==> config.mk <==
export PLATFORM = sky130hd
export DESIGN_NAME = multicycle_ctrl_fsm
export DESIGN_NICKNAME = d
export VERILOG_FILES = /design/src/rtl/ctrl_pkg.sv /design/src/rtl/ctrl_decode.sv /design/src/rtl/multicycle_ctrl_fsm.sv
export SDC_FILE = /design/constraint.sdc
export NUM_CORES = 1
export LEC_CHECK = 0
export ABC_AREA = 1
export BUFFER_PORTS_ARGS = -buffer_cell sky130_fd_sc_hd__buf_2
export CORE_MARGIN = 2
export CORE_UTILIZATION = 46
export DETAILED_ROUTE_END_ITERATION = 8
export PLACE_DENSITY = 0.87
export SLEW_MARGIN = 25
export SYNTH_ARGS = -nofsm -noshare
export SYNTH_HDL_FRONTEND = slang
export SYNTH_SLANG_ARGS = --single-unit
==> constraint.sdc <==
create_clock -name clk -period 4.3 [get_ports clk]
set_input_delay 0.215 -clock clk [delete_from_list [all_inputs] [get_ports clk]]
set_output_delay 0.215 -clock clk [all_outputs]
set_load 0.03 [all_outputs]
==> src/rtl/ctrl_pkg.sv <==
// rtl/ctrl_pkg.sv - shared state, opcode and select encodings for the multi-cycle control unit
package ctrl_pkg;

  typedef enum logic [2:0] {
    FETCH  = 3'd0,
    DECODE = 3'd1,
    EXEC   = 3'd2,
    MEM    = 3'd3,
    WB     = 3'd4,
    TRAP   = 3'd5
  } state_t;

  localparam logic [6:0] OPC_LUI    = 7'b0110111;
  localparam logic [6:0] OPC_AUIPC  = 7'b0010111;
  localparam logic [6:0] OPC_JAL    = 7'b1101111;
  localparam logic [6:0] OPC_JALR   = 7'b1100111;
  localparam logic [6:0] OPC_BRANCH = 7'b1100011;
  localparam logic [6:0] OPC_LOAD   = 7'b0000011;
  localparam logic [6:0] OPC_STORE  = 7'b0100011;
  localparam logic [6:0] OPC_IMM    = 7'b0010011;
  localparam logic [6:0] OPC_OP     = 7'b0110011;

  localparam logic [3:0] ALU_ADD = 4'b0000;

  typedef enum logic [1:0] {PC_PLUS4, PC_IMM, PC_ALIGNED, PC_HOLD} pc_sel_t;
  typedef enum logic [1:0] {RD_RESULT, RD_LOAD, RD_PC4, RD_IMM} rd_data_sel_t;
  typedef enum logic [1:0] {WR_BYTE, WR_HALF, WR_WORD} wr_data_sel_t;
  typedef enum logic [2:0] {IMM_I, IMM_S, IMM_B, IMM_U, IMM_J} imm_sel_t;

  typedef struct packed {
    logic         imem_req;
    logic         dmem_req;
    logic         dmem_we;
    logic         rf_wr_en;
    logic         src_1_sel;
    logic         src_2_sel;
    logic         addr_align;
    logic         dst_addr_sel;
    pc_sel_t      pc_sel;
    rd_data_sel_t rd_data_sel;
    wr_data_sel_t wr_data_sel;
    imm_sel_t     imm_sel;
    logic [2:0]   ld_ctrl;
    logic [4:0]   s_ctrl;
    logic [3:0]   alu_ctrl;
    logic         pc_en;
  } ctrl_sig_t;

  function automatic logic opcode_legal(input logic [6:0] opcode);
    return opcode inside {OPC_LUI, OPC_AUIPC, OPC_JAL, OPC_JALR, OPC_BRANCH,
                          OPC_LOAD, OPC_STORE, OPC_IMM, OPC_OP};
  endfunction

endpackage

==> src/rtl/ctrl_decode.sv <==
// rtl/ctrl_decode.sv - combinational map from (state, ir, b_flag, address bits) to datapath selects
module ctrl_decode
  import ctrl_pkg::*;
#(
  parameter bit TRAP_ON_MISALIGN = 1'b1
) (
  input  state_t      state,
  input  logic [31:0] ir,
  input  logic        b_flag,
  input  logic [1:0]  result_lo,
  input  logic        dmem_ready,
  output ctrl_sig_t   sig,
  output logic        op_legal,
  output logic        is_mem,
  output logic        is_load,
  output logic        is_branch,
  output logic        misalign
);

  logic [6:0] opcode;
  logic [2:0] funct3;
  logic [4:0] rd;
  logic       is_store;
  logic       bad_align;
  imm_sel_t   imm;
  logic [3:0] alu;
  logic       src_1;
  logic       src_2;
  logic [4:0] shamt;
  logic       unused_ir_bits;

  assign opcode    = ir[6:0];
  assign funct3    = ir[14:12];
  assign rd        = ir[11:7];
  assign is_load   = (opcode == OPC_LOAD);
  assign is_store  = (opcode == OPC_STORE);
  assign is_branch = (opcode == OPC_BRANCH);
  assign is_mem    = is_load | is_store;
  assign op_legal  = opcode_legal(opcode);
  assign unused_ir_bits = ^{ir[31], ir[29:25], ir[19:15]};

  // funct3[1:0] gives the access size for both loads and stores
  assign bad_align = ((funct3[1:0] == 2'b01) && result_lo[0]) ||
                     ((funct3[1:0] == 2'b10) && (result_lo != 2'b00));
  assign misalign  = TRAP_ON_MISALIGN && is_mem && bad_align;

  always_comb begin
    imm   = IMM_I;
    alu   = ALU_ADD;
    src_1 = 1'b0;
    src_2 = 1'b1;
    shamt = 5'd0;
    case (opcode)
      OPC_OP: begin
        alu   = {ir[30], funct3};
        src_2 = 1'b0;
      end
      OPC_IMM: begin
        alu = {(funct3 == 3'b101) && ir[30], funct3};
        if (funct3[1:0] == 2'b01) shamt = ir[24:20];
      end
      OPC_BRANCH: begin
        alu   = {1'b1, funct3};
        src_2 = 1'b0;
        imm   = IMM_B;
      end
      OPC_STORE: imm = IMM_S;
      OPC_LUI:   imm = IMM_U;
      OPC_AUIPC: begin
        imm   = IMM_U;
        src_1 = 1'b1;
      end
      OPC_JAL: begin
        imm   = IMM_J;
        src_1 = 1'b1;
      end
      default: ;
    endcase
  end

  // ALU operands stay driven through MEM and WB so result holds the address/target
  always_comb begin
    sig        = '0;
    sig.pc_sel = PC_HOLD;
    case (state)
      FETCH:  sig.imem_req = 1'b1;
      DECODE: sig.imm_sel  = imm;
      EXEC, MEM, WB: begin
        sig.imm_sel   = imm;
        sig.alu_ctrl  = alu;
        sig.src_1_sel = src_1;
        sig.src_2_sel = src_2;
        sig.s_ctrl    = shamt;
        if (state == EXEC && is_branch) begin
          sig.pc_en  = 1'b1;
          sig.pc_sel = b_flag ? PC_IMM : PC_PLUS4;
        end
        if (state == MEM) begin
          sig.dst_addr_sel = 1'b1;
          sig.dmem_req     = ~misalign;
          sig.dmem_we      = is_store;
          sig.wr_data_sel  = wr_data_sel_t'(funct3[1:0]);
          sig.ld_ctrl      = funct3;
          if (!misalign && dmem_ready && is_store) begin
            sig.pc_en  = 1'b1;
            sig.pc_sel = PC_PLUS4;
          end
        end
        if (state == WB) begin
          sig.pc_en    = 1'b1;
          sig.rf_wr_en = (rd != 5'd0);
          case (opcode)
            OPC_LOAD:          sig.rd_data_sel = RD_LOAD;
            OPC_JAL, OPC_JALR: sig.rd_data_sel = RD_PC4;
            OPC_LUI:           sig.rd_data_sel = RD_IMM;
            default:           sig.rd_data_sel = RD_RESULT;
          endcase
          case (opcode)
            OPC_JAL:  sig.pc_sel = PC_IMM;
            OPC_JALR: begin
              sig.pc_sel     = PC_ALIGNED;
              sig.addr_align = 1'b1;
            end
            default:  sig.pc_sel = PC_PLUS4;
          endcase
        end
      end
      default: ;
    endcase
  end

endmodule

==> src/rtl/multicycle_ctrl_fsm.sv <==
// rtl/multicycle_ctrl_fsm.sv - multi-cycle RV32I control unit: state register, IR, sticky trap
module multicycle_ctrl_fsm
  import ctrl_pkg::*;
#(
  parameter logic [31:0] RESET_IR         = 32'h0000_0013,
  parameter bit          TRAP_ON_MISALIGN = 1'b1
) (
  input  logic        clk,
  input  logic        rst,
  output logic        imem_req,
  input  logic        imem_valid,
  input  logic [31:0] imem_rdata,
  output logic        dmem_req,
  output logic        dmem_we,
  input  logic        dmem_ready,
  input  logic        b_flag,
  input  logic [31:0] result,
  output logic        rf_wr_en,
  output logic        src_1_sel,
  output logic        src_2_sel,
  output logic        addr_align,
  output logic        dst_addr_sel,
  output logic [1:0]  pc_sel,
  output logic [1:0]  rd_data_sel,
  output logic [1:0]  wr_data_sel,
  output logic [2:0]  imm_sel,
  output logic [2:0]  ld_ctrl,
  output logic [4:0]  s_ctrl,
  output logic [3:0]  alu_ctrl,
  output logic        pc_en,
  output logic [31:0] ir,
  output logic        trap
);

  state_t    state;
  ctrl_sig_t dec_sig;
  ctrl_sig_t sig;
  logic      op_legal;
  logic      is_mem;
  logic      is_load;
  logic      is_branch;
  logic      misalign;
  logic      unused_result_bits;

  assign unused_result_bits = ^result[31:2];

  ctrl_decode #(
    .TRAP_ON_MISALIGN(TRAP_ON_MISALIGN)
  ) u_decode (
    .state     (state),
    .ir        (ir),
    .b_flag    (b_flag),
    .result_lo (result[1:0]),
    .dmem_ready(dmem_ready),
    .sig       (dec_sig),
    .op_legal  (op_legal),
    .is_mem    (is_mem),
    .is_load   (is_load),
    .is_branch (is_branch),
    .misalign  (misalign)
  );

  // Selects are forced idle while rst is held so requests drop immediately
  always_comb begin
    sig = dec_sig;
    if (rst) begin
      sig        = '0;
      sig.pc_sel = PC_HOLD;
    end
  end

  assign imem_req     = sig.imem_req;
  assign dmem_req     = sig.dmem_req;
  assign dmem_we      = sig.dmem_we;
  assign rf_wr_en     = sig.rf_wr_en;
  assign src_1_sel    = sig.src_1_sel;
  assign src_2_sel    = sig.src_2_sel;
  assign addr_align   = sig.addr_align;
  assign dst_addr_sel = sig.dst_addr_sel;
  assign pc_sel       = sig.pc_sel;
  assign rd_data_sel  = sig.rd_data_sel;
  assign wr_data_sel  = sig.wr_data_sel;
  assign imm_sel      = sig.imm_sel;
  assign ld_ctrl      = sig.ld_ctrl;
  assign s_ctrl       = sig.s_ctrl;
  assign alu_ctrl     = sig.alu_ctrl;
  assign pc_en        = sig.pc_en;

  always_ff @(posedge clk or posedge rst) begin
    if (rst) begin
      state <= FETCH;
      ir    <= RESET_IR;
      trap  <= 1'b0;
    end else begin
      case (state)
        FETCH: begin
          if (imem_valid) begin
            ir    <= imem_rdata;
            state <= DECODE;
          end
        end
        DECODE: begin
          if (op_legal) begin
            state <= EXEC;
          end else begin
            state <= TRAP;
            trap  <= 1'b1;
          end
        end
        EXEC: begin
          if (is_branch)   state <= FETCH;
          else if (is_mem) state <= MEM;
          else             state <= WB;
        end
        MEM: begin
          if (misalign) begin
            state <= TRAP;
            trap  <= 1'b1;
          end else if (dmem_ready) begin
            state <= is_load ? WB : FETCH;
          end
        end
        WB:      state <= FETCH;
        TRAP:    trap  <= 1'b1;
        default: state <= FETCH;
      endcase
    end
  end

endmodule

==> results.md <==
* Outcome: finished, final reports clean
* N_diodes at 0
* Layout cell share with drive strength beyond 1 at 47.63%
* RSZ-0062 raised after global routing: no
* WP data arrival at 1.92 ns
* Clock Latency Late Sink at 0.28 ns
* Routed WL at 5037 um
* Period utilization at 49.59%
* R2R cell count at 3
* Final Skew at 0.007228 ns
* Die W at 70.53 um
* Bufs on Longest Clock Path at 2
* Area growth syn-to-layout at 30.92%
* Core area at 4294 um^2
* CTS Buf Count at 5
* Hold_buf cts at 0
* GR Overflow Total at 0
* Sequential area share after synthesis at 44.44%
* Drt wl/cell at 12.92 um
* Number of port buffers at 101
* Crit-path max FO at 4
* Final TNS setup at 0 ns
* Final Cell Area at 2665 um^2
* Postcts setup bufs at 0
* Synth cell types at 31
* Cell Chain, Critical Path: nand2_2 > inv_2 > nand2_1 > nor2_1 > nor2_1 > or2_4 > nor2_2 > buf_2
* Peak VDD IR at 436.3 uV
* Largest stage delay, worst path at 0.55 ns
* Synth warn at 0
* Max-cap viol count at 0
* CP max-delay cell: dfstp_2
* R2R Setup Slk at 2.65 ns
* Top cell type's share of synthesized area at 40.57%
* Placed inst area at 2567 um^2
* Routed vias at 1947
* Vias per cell at 4.992
* Final setup vio count at 0
* CP Launch Type: register
* Die area at 4974 um^2
* Vias in the first global route at 1949
* Die Ht at 70.53 um
* GRT Resource Usage Total at 20.86%
* Final GP Congestion at 0.8724
* Post-CTS Resized at 0
* Worst-margin pin slew at 0.7950 ns
* Detailed Routing Iterations Pass 1 at 4
* Worst slew margin at 46.67%
* Row Count at 24
* CTS root buffer: clkbuf_8
* Initial antenna violation count at 0
* Syn Inst Count at 234
* Num Clock Sinks at 36
* CTS tree: yes
* Hold WC Path Type: input port to asynchronous set/reset pin
* DP HPWL at 3965 um
* Synth Net Count at 303
* Mapped cell area at 2036 um^2
* Hold WS at 0.03801 ns
* CTS clk-pin slew, worst paths at 0.08 ns
* Worst Setup End Kind: primary output
* Nets at 406
* Synth area leaders: dfrtp_1 (41%), mux2_2 (9.4%), nor2_1 (7.0%)
* Pin count of the biggest net entering global routing at 43
* Tmin final at 2.132 ns
* Leak Pwr at 0.001427 uW
* Initial Util at 47.41%
* Crit path top cell by count: nor2_1
* Crit path required time at 4.09 ns
* CP Class: register to primary output
* Initial DRC Count at 149
* Hold Vio Cnt, Final at 0
* Syn_area_per_cell at 8.700 um^2
* Biggest area consumer among synthesized cells: dfrtp_1
* I/O pin count at 132
* #FFs+latches synth at 36
* # H-tree levels at 2
* First-pass GRT wire length at 8397 um
* P per Cell Area at 728.2 nW/um^2
* DR DRC count at 0
* Fin. max-slew vios at 0
* Post-DRT Antenna Nets at 0
* Max Clock Freq at 469.0 MHz
==> layout by cell type (no fill, tap or decap) <==
| master | count |
|---|---|
| buf_2 | 101 |
| nor2_1 | 38 |
| nand2_1 | 36 |
| dfrtp_1 | 33 |
| inv_1 | 21 |
| mux2_2 | 17 |
| a21oi_1 | 14 |
| nand3_1 | 10 |
| inv_2 | 8 |
| nor2_4 | 6 |
| o21ai_0 | 6 |
| clkbuf_8 | 6 |
| mux2_1 | 5 |
| nor2_2 | 5 |
| nor3b_1 | 5 |
| nand2_2 | 4 |
| nand3_2 | 3 |
| nor3_1 | 3 |
| dfstp_2 | 3 |
| nand2_4 | 2 |
| clkinvlp_4 | 2 |
| nand3_4 | 1 |
| a21oi_2 | 1 |
| clkinv_1 | 1 |
| a31oi_1 | 1 |
| nand4_1 | 1 |
| o211ai_1 | 1 |
| nor4_1 | 1 |
| o22ai_1 | 1 |
| or2_4 | 1 |
| buf_4 | 1 |
==> routing by layer <==
layer	vias to the layer above	wire (um)	track usage [%]
met5	-	0	0
met4	0	44	6.410
met3	6	310	3.896
met2	72	2570	37.11
met1	911	2113	25.58
li1	958	-	-
==> Yosys cell counts (all sizes together) <==
cell type  number
nor2           49
mux2           22
o211ai          1
inv            29
nor3            3
nor4            1
o22ai           1
nor3b           5
nand4           1
nand2          42
nand3          14
a31oi           1
buf             5
a21oi          15
dfstp           3
dfrtp          33
or2             1
clkinv          1
clkbuf          1
o21ai           6
==> flip-flops by register name, indices dropped and copies added (netlist names) <==
name and flops:
ir 32, state 3, trap 1
==> cell families (layout without fill, tap and decap cells) <==
kind of cell	after synthesis	after routing	synth area share (%)
AOI/OAI and AO/OA	24	24	6.331
buffers and inverters	36	140	7.805
DFF	36	36	44.44
muxes	22	22	12.17
and+or+nand+nor	116	116	29.26
==> metrics by stage <==
| step | setup WS (ns) | power, uW | instances | util [%] |
|---|---|---|---|---|
| 5_1_grt | 1.957 | 2066 | 390 | 62.06 |
| 4_1_cts | 2.149 | 1951 | 390 | 62.06 |
| 6_report | 2.168 | 1941 | 390 | 62.06 |
| 2_1_floorplan | 2.110 | 1419 | 234 | - |
| 3_5_place_dp | 2.199 | 1696 | 382 | 59.79 |
| 3_3_place_gp | 2.256 | 1663 | 382 | 59.79 |
==> final timing paths <==
check	startpoint	endpoint
max	ir[1]	alu_ctrl[3]
min	rst	ir[30]
max reg2reg	state[1]	ir[21]
min reg2reg	trap	trap
max in group asynchronous	rst	ir[23]
min in group clk	imem_rdata[10]	ir[10]
==> power breakdown <==
| part | switching [uW] | internal [uW] | total (uW) |
|---|---|---|---|
| Sequential | 121 | 512 | 633 |
| Clock | 122 | 130 | 252 |
| Combinational | 721 | 334 | 1060 |
| Total | 964 | 976 | 1940 |
==> area by class of cell <==
type                            instances  area [um^2]
Fill cell                             398         1629
Multi-Input combinational cell        162        972.2
Sequential cell                        36        904.6
Timing Repair Buffer                  102        513.0
Inverter                               30        112.6
Clock buffer                            6        82.58
Tap cell                               52        65.06
Clock inverter                          2        15.01
==> worst max-delay path, delay by kind of cell, from the launching register on <==
| family | cells | cell delay [ns] |
|---|---|---|
| buffers and inverters | 2 | 0.27 |
| DFF | 1 | 0.55 |
| and+or+nand+nor | 6 | 0.83 |
(Power assumes the default switching activity.)
